<file path="src/rtl/framebuffer_scanout.sv">
`timescale 1ns/1ps
`default_nettype none
// framebuffer_scanout: 640x480@60 VGA timing, 2x pixel-doubled frame-buffer scanout, front/back buffer selection.
// Rev 1.0
module framebuffer_scanout #(
  parameter int unsigned H_OFS        = 80,
  parameter int unsigned V_OFS        = 80,
  parameter int unsigned SRC_W        = 240,
  parameter int unsigned SRC_H        = 160,
  parameter int unsigned READ_LAT     = 1,
  parameter int unsigned H_ACTIVE     = 640,
  parameter int unsigned H_SYNC_START = 656,
  parameter int unsigned H_SYNC_END   = 752,
  parameter int unsigned H_TOTAL      = 800,
  parameter int unsigned V_ACTIVE     = 480,
  parameter int unsigned V_SYNC_START = 490,
  parameter int unsigned V_SYNC_END   = 492,
  parameter int unsigned V_TOTAL      = 525
) (
  input  logic        clock,
  input  logic        reset,
  input  logic        frame_ready,
  output logic        rd_sel,
  output logic        rd_en,
  output logic [16:0] rd_addr,
  input  logic [14:0] rd_data,
  output logic [4:0]  VGA_R,
  output logic [4:0]  VGA_G,
  output logic [4:0]  VGA_B,
  output logic        VGA_HS,
  output logic        VGA_VS,
  output logic        vblank,
  output logic        frame_start
);

  localparam logic [9:0]  C_H_LAST = 10'(H_TOTAL - 1);
  localparam logic [9:0]  C_V_LAST = 10'(V_TOTAL - 1);
  localparam logic [9:0]  C_H_ACT  = 10'(H_ACTIVE);
  localparam logic [9:0]  C_V_ACT  = 10'(V_ACTIVE);
  localparam logic [9:0]  C_HS_LO  = 10'(H_SYNC_START);
  localparam logic [9:0]  C_HS_HI  = 10'(H_SYNC_END);
  localparam logic [9:0]  C_VS_LO  = 10'(V_SYNC_START);
  localparam logic [9:0]  C_VS_HI  = 10'(V_SYNC_END);
  localparam logic [9:0]  C_WH_LO  = 10'(H_OFS);
  localparam logic [9:0]  C_WH_HI  = 10'(H_OFS + 2 * SRC_W);
  localparam logic [9:0]  C_WV_LO  = 10'(V_OFS);
  localparam logic [9:0]  C_WV_HI  = 10'(V_OFS + 2 * SRC_H);
  localparam logic [9:0]  C_SWAP_V = 10'(V_ACTIVE - 1);
  localparam logic [16:0] C_SRC_W  = 17'(SRC_W);

  logic [9:0]  h_cnt, v_cnt, h_next, v_next;
  logic        h_last, v_last, in_win_h, in_win_v, window, active, hs_n, vs_n;
  logic        v_odd, swap_now, pending;
  logic [8:0]  h_pix;
  logic [16:0] line_base, pix_addr;

  // Pipe entry bits: {window, active, hs_n, vs_n}; entry 0 is aligned with rd_addr.
  logic [3:0]  pipe [0:READ_LAT];
  logic [3:0]  dly;

  always_comb begin
    h_last   = (h_cnt == C_H_LAST);
    v_last   = (v_cnt == C_V_LAST);
    h_next   = h_last ? 10'd0 : h_cnt + 10'd1;
    v_next   = h_last ? (v_last ? 10'd0 : v_cnt + 10'd1) : v_cnt;
    in_win_h = (h_cnt >= C_WH_LO) && (h_cnt < C_WH_HI);
    in_win_v = (v_cnt >= C_WV_LO) && (v_cnt < C_WV_HI);
    window   = in_win_h && in_win_v;
    active   = (h_cnt < C_H_ACT) && (v_cnt < C_V_ACT);
    hs_n     = !((h_cnt >= C_HS_LO) && (h_cnt < C_HS_HI));
    vs_n     = !((v_cnt >= C_VS_LO) && (v_cnt < C_VS_HI));
    // Bit 0 of (v - V_OFS) without a subtractor.
    v_odd    = v_cnt[0] ^ C_WV_LO[0];
    h_pix    = 9'((h_cnt - C_WH_LO) >> 1);
    pix_addr = line_base + {8'd0, h_pix};
    swap_now = h_last && (v_cnt == C_SWAP_V);
    dly      = pipe[READ_LAT];
  end

  always_ff @(posedge clock) begin
    if (reset) begin
      h_cnt       <= '0;
      v_cnt       <= '0;
      line_base   <= '0;
      rd_sel      <= 1'b0;
      pending     <= 1'b0;
      rd_en       <= 1'b0;
      rd_addr     <= '0;
      vblank      <= 1'b0;
      frame_start <= 1'b0;
    end else begin
      h_cnt       <= h_next;
      v_cnt       <= v_next;
      vblank      <= (v_next >= C_V_ACT);
      frame_start <= (h_next == 10'd0) && (v_next == 10'd0);
      if (h_last && v_last) begin
        line_base <= '0;
      end else if (h_last && in_win_v && v_odd) begin
        line_base <= line_base + C_SRC_W;
      end
      rd_en <= window;
      if (window) begin
        rd_addr <= pix_addr;
      end
      // Swapping only on entry to vertical blank keeps the displayed buffer stable mid-frame.
      if (swap_now && (pending || frame_ready)) begin
        rd_sel  <= ~rd_sel;
        pending <= 1'b0;
      end else if (frame_ready) begin
        pending <= 1'b1;
      end
    end
  end

  always_ff @(posedge clock) begin
    if (reset) begin
      for (int i = 0; i <= READ_LAT; i++) begin
        pipe[i] <= 4'b0011;
      end
      VGA_R  <= '0;
      VGA_G  <= '0;
      VGA_B  <= '0;
      VGA_HS <= 1'b1;
      VGA_VS <= 1'b1;
    end else begin
      pipe[0] <= {window, active, hs_n, vs_n};
      for (int i = 1; i <= READ_LAT; i++) begin
        pipe[i] <= pipe[i-1];
      end
      if (dly[3] && dly[2]) begin
        VGA_R <= rd_data[4:0];
        VGA_G <= rd_data[9:5];
        VGA_B <= rd_data[14:10];
      end else begin
        VGA_R <= '0;
        VGA_G <= '0;
        VGA_B <= '0;
      end
      VGA_HS <= dly[1];
      VGA_VS <= dly[0];
    end
  end

endmodule
`default_nettype wire

</file>
<file path="config.mk">
export PLATFORM = sky130hd
export DESIGN_NAME = framebuffer_scanout
export DESIGN_NICKNAME = d
export VERILOG_FILES = /design/src/rtl/framebuffer_scanout.sv
export SDC_FILE = /design/constraint.sdc
export NUM_CORES = 1
export LEC_CHECK = 0
export ABC_AREA = 1
export CORE_MARGIN = 4
export CORE_UTILIZATION = 40
export DETAILED_ROUTE_END_ITERATION = 8
export SLEW_MARGIN = 40
export SYNTH_ARGS = -nofsm -noshare
export SYNTH_HDL_FRONTEND = slang
export SYNTH_SLANG_ARGS = --single-unit
</file>
<file path="constraint.sdc">
create_clock -name clock -period 3.35 [get_ports clock]
set_input_delay 0.8375 -clock clock [delete_from_list [all_inputs] [get_ports clock]]
set_output_delay 0.8375 -clock clock [all_outputs]
set_load 0.01 [all_outputs]
</file>
==> summary.txt <==
Route
  – Initial DRC count: ~160
  – Drt total wl: just under 9 mm
  – Vias post-DR: about 3600
  – Via/cell ratio: ~4.7
  – Number of remaining DRC errors: 0
  – Final ANT Viol Nets: 0
  – Drt pass-1 iters: 4
  – DR WL/cell: about 11 um

Layout
  – Finished Layout Cells: between 700 and 800
  – Commonest non-fill, non-tap cells in the layout: nand2_1 (128), nor2_1 (101), inv_1 (82)
  – Ratio of cells with drive above 1 in the final layout: 0.0602
  – Area Growth Syn to Fin: 20.9%
  – Layout net count: roughly 660
  – Final instance area: 4800 um^2
  – ANT cells: 0
  – Post-layout util: 0.493
  – Most common cell after layout, fill and taps aside: nand2_1

Placed design
  – HPWL after DPL: ~6.7 mm
  – Final RePlAce weighted congestion: roughly 0.9
  – Pre-CTS setup slack: roughly 0.95 ns
  – Area after DPL: about 4600 um^2
  – I/O Buffers: 55
  – Post-Place Cells: between 700 and 800

STA
  – Final Skew: a little under 0.009 ns
  – Setup violations, final: 0
  – Hold WS: ~0.4 ns
  – Max Clk Rate: between 400 and 500 MHz
  – Tmin final: 2.43 ns
  – Fin. Hold Viols: 0
  – Final WS setup: a little over 0.9 ns
  – Max-slew violations: 0
  – RSZ-0062 raised after global routing: no
  – TNS Setup: 0 ns
  – Worst Tran Pin Value: between 0.6 and 0.7 ns
  – Slew HR: 0.584
  – Period utilization: 0.726

Global routing
  – Grt total ovfl: 0
  – Initial antenna violation count: 0
  – Largest net degree at the start of global routing: 32
  – Vias in the first global route: 3336
  – Total track usage: 0.161
  – Global-route wire length before repair: about 15 mm

Critical path
  – Required @ worst endpoint: between 3 and 4 ns
  – CP Cell Sequence: inv_1 -> ha_1 -> nor2_1 -> o21ai_0 -> o21ai_0 -> ha_1 -> a21oi_1 -> nand2_1 -> a22oi_1 -> nor2_1 -> xnor2_1 -> a21oi_1
  – Crit. End Element: flop
  – CP Max Fanout: 5
  – FF-to-FF Start: h_cnt[4]
  – Critical path class: reg -> reg
  – Critical path arrival: between 2 and 3 ns
  – Crit path buffers/inverters: 1
  – CP startpoint kind: flop
  – Largest delay contributor family on the critical path: compound AO/OA/AOI/OAI gates
  – Critical R2R Capture: rd_addr[12]
  – R2R Setup Slk: slightly above 0.9 ns
  – CP peak stage delay: a little over 0.4 ns
  – Slowest library cell on the worst path: dfxtp_1
  – Worst Reg-to-Reg Cells: 12

Clock network
  – H-tree depth reported by CTS: 3
  – Root buf cell: clkbuf_8
  – Sink Count: 79
  – Post-cts hold buffer count: 0
  – CTS tree: yes
  – Clock buffer depth: 2
  – Post_cts resized: 0
  – Reg clk slew, reported paths: 0.08 ns
  – Setup repair bufs after CTS: 0
  – CTS Buf Count: 9
  – Skew-Pair Late Insertion Delay: about 0.35 ns

Power
  – Power per Cell Area: 353 nW/um^2
  – Total design power: between 1.5 and 2 mW
  – Max IR drop VDD: around 0.00023 V
  – Leak: a little over 2 nW

Floorplan
  – Core Region: between 9000 and 10000 um^2
  – Starting Density: 0.408
  – Die X: approximately 110 um
  – IO Count: 56
  – Die height: between 100 and 150 um
  – DIE AREA: 11600 um^2
  – Cell Rows: 36

Logic synthesis
  – Cell area after synthesis: approximately 4000 um^2
  – Net Count, Synth: ~600
  – Sequential share of the synthesized area: 0.399
  – Seq cells post-synth: between 70 and 80
  – Avg Synthesized Cell Area: a little under 7 um^2
  – Synth unique cells: 36
  – Cells after Synth: around 570
  – Ys Warns: 0

Worst hold path
  – Worst Hold Class: reg -> reg
  – Hold depth: 2
  – Hold endpoint: pipe[0][6]
  – Hold path start: pipe[0][2]

Run
  – Max-cap violation count: 0

Outcome
  – Status: finished, final reports clean
-- worst register-to-register path, delay by kind of cell, from the launching register on --
kind            cells  cell delay (ns)
compound gates      5             0.66
simple gates        3             0.42
buf+inv             1             0.12
fa+ha+maj           2             0.55
flops               1             0.41
xor+xnor            1             0.16
-- cells in the mapped netlist (all sizes together) --
cell	instances	area [um^2]
ha	14	175
clkbuf	5	18.8
a21oi	25	125
o41ai	1	8.76
a22oi	1	7.51
xnor2	4	35.0
o22ai	1	6.26
a2111oi	1	8.76
fa	1	20.0
buf	10	80.1
nor3	11	71.3
o21bai	1	7.51
o21ai	21	105
nand4	5	31.3
dfxtp	79	1580
nand2	130	493
nand3	48	250
inv	87	329
o2111ai	1	8.76
nor2	107	450
or2	4	25.0
nor4	1	6.26
xor2	14	123
-- kinds of logic (layout without fill, tap and decap cells) --
group           after synthesis  in the layout  synth area share
simple gates                306            306             0.335
buf+inv                     102            161             0.108
flops                        79             79             0.399
compound gates               52             52            0.0700
xor+xnor                     18             18            0.0397
fa+ha+maj                    15             15            0.0492
-- worst max-delay path by stage --
| stage | from | endpoint | cells after the start |
|---|---|---|---|
| 3_5_place_dp | h_cnt[4] | rd_addr[12] | 12 |
| 3_3_place_gp | h_cnt[4] | rd_addr[10] | 12 |
| 6_report | h_cnt[4] | rd_addr[12] | 12 |
| 4_1_cts | h_cnt[4] | rd_addr[12] | 12 |
| 2_1_floorplan | h_cnt[4] | rd_addr[12] | 12 |
| 5_1_grt | h_cnt[5] | line_base[8] | 13 |
-- registers in the layout (all words and copies together) (netlist names) --
name         flops
vblank           1
rd_sel           1
VGA_R            5
h_cnt           10
line_base       13
VGA_HS           1
frame_start      1
VGA_G            5
v_cnt           10
pipe             8
rd_addr         17
VGA_B            5
VGA_VS           1
pending          1
-- where the power goes --
group | leakage, nW | internal [mW] | switching, mW
Sequential | 0.638 | 0.943 | 0.00415
Clock | 0.0895 | 0.345 | 0.346
Combinational | 1.35 | 0.0271 | 0.0260
-- layer usage --
metal,vias to the layer above,global-route usage,wire length [um]
met5,-,0,0
met4,0,0.0794,208
met3,15,0.0246,492
met2,90,0.252,3770
met1,1597,0.216,4290
li1,1882,-,-
-- layout make-up --
cell class | instances | area (um^2)
sequential | 79 | 1580
multi-input combinational | 391 | 1960
fill | 982 | 4930
inverter | 87 | 329
timing repair buffer | 58 | 573
tap | 133 | 166
clock buffer | 11 | 131
clock inverter | 5 | 58.8
Note: power is estimated with default switching activity, not from simulation.
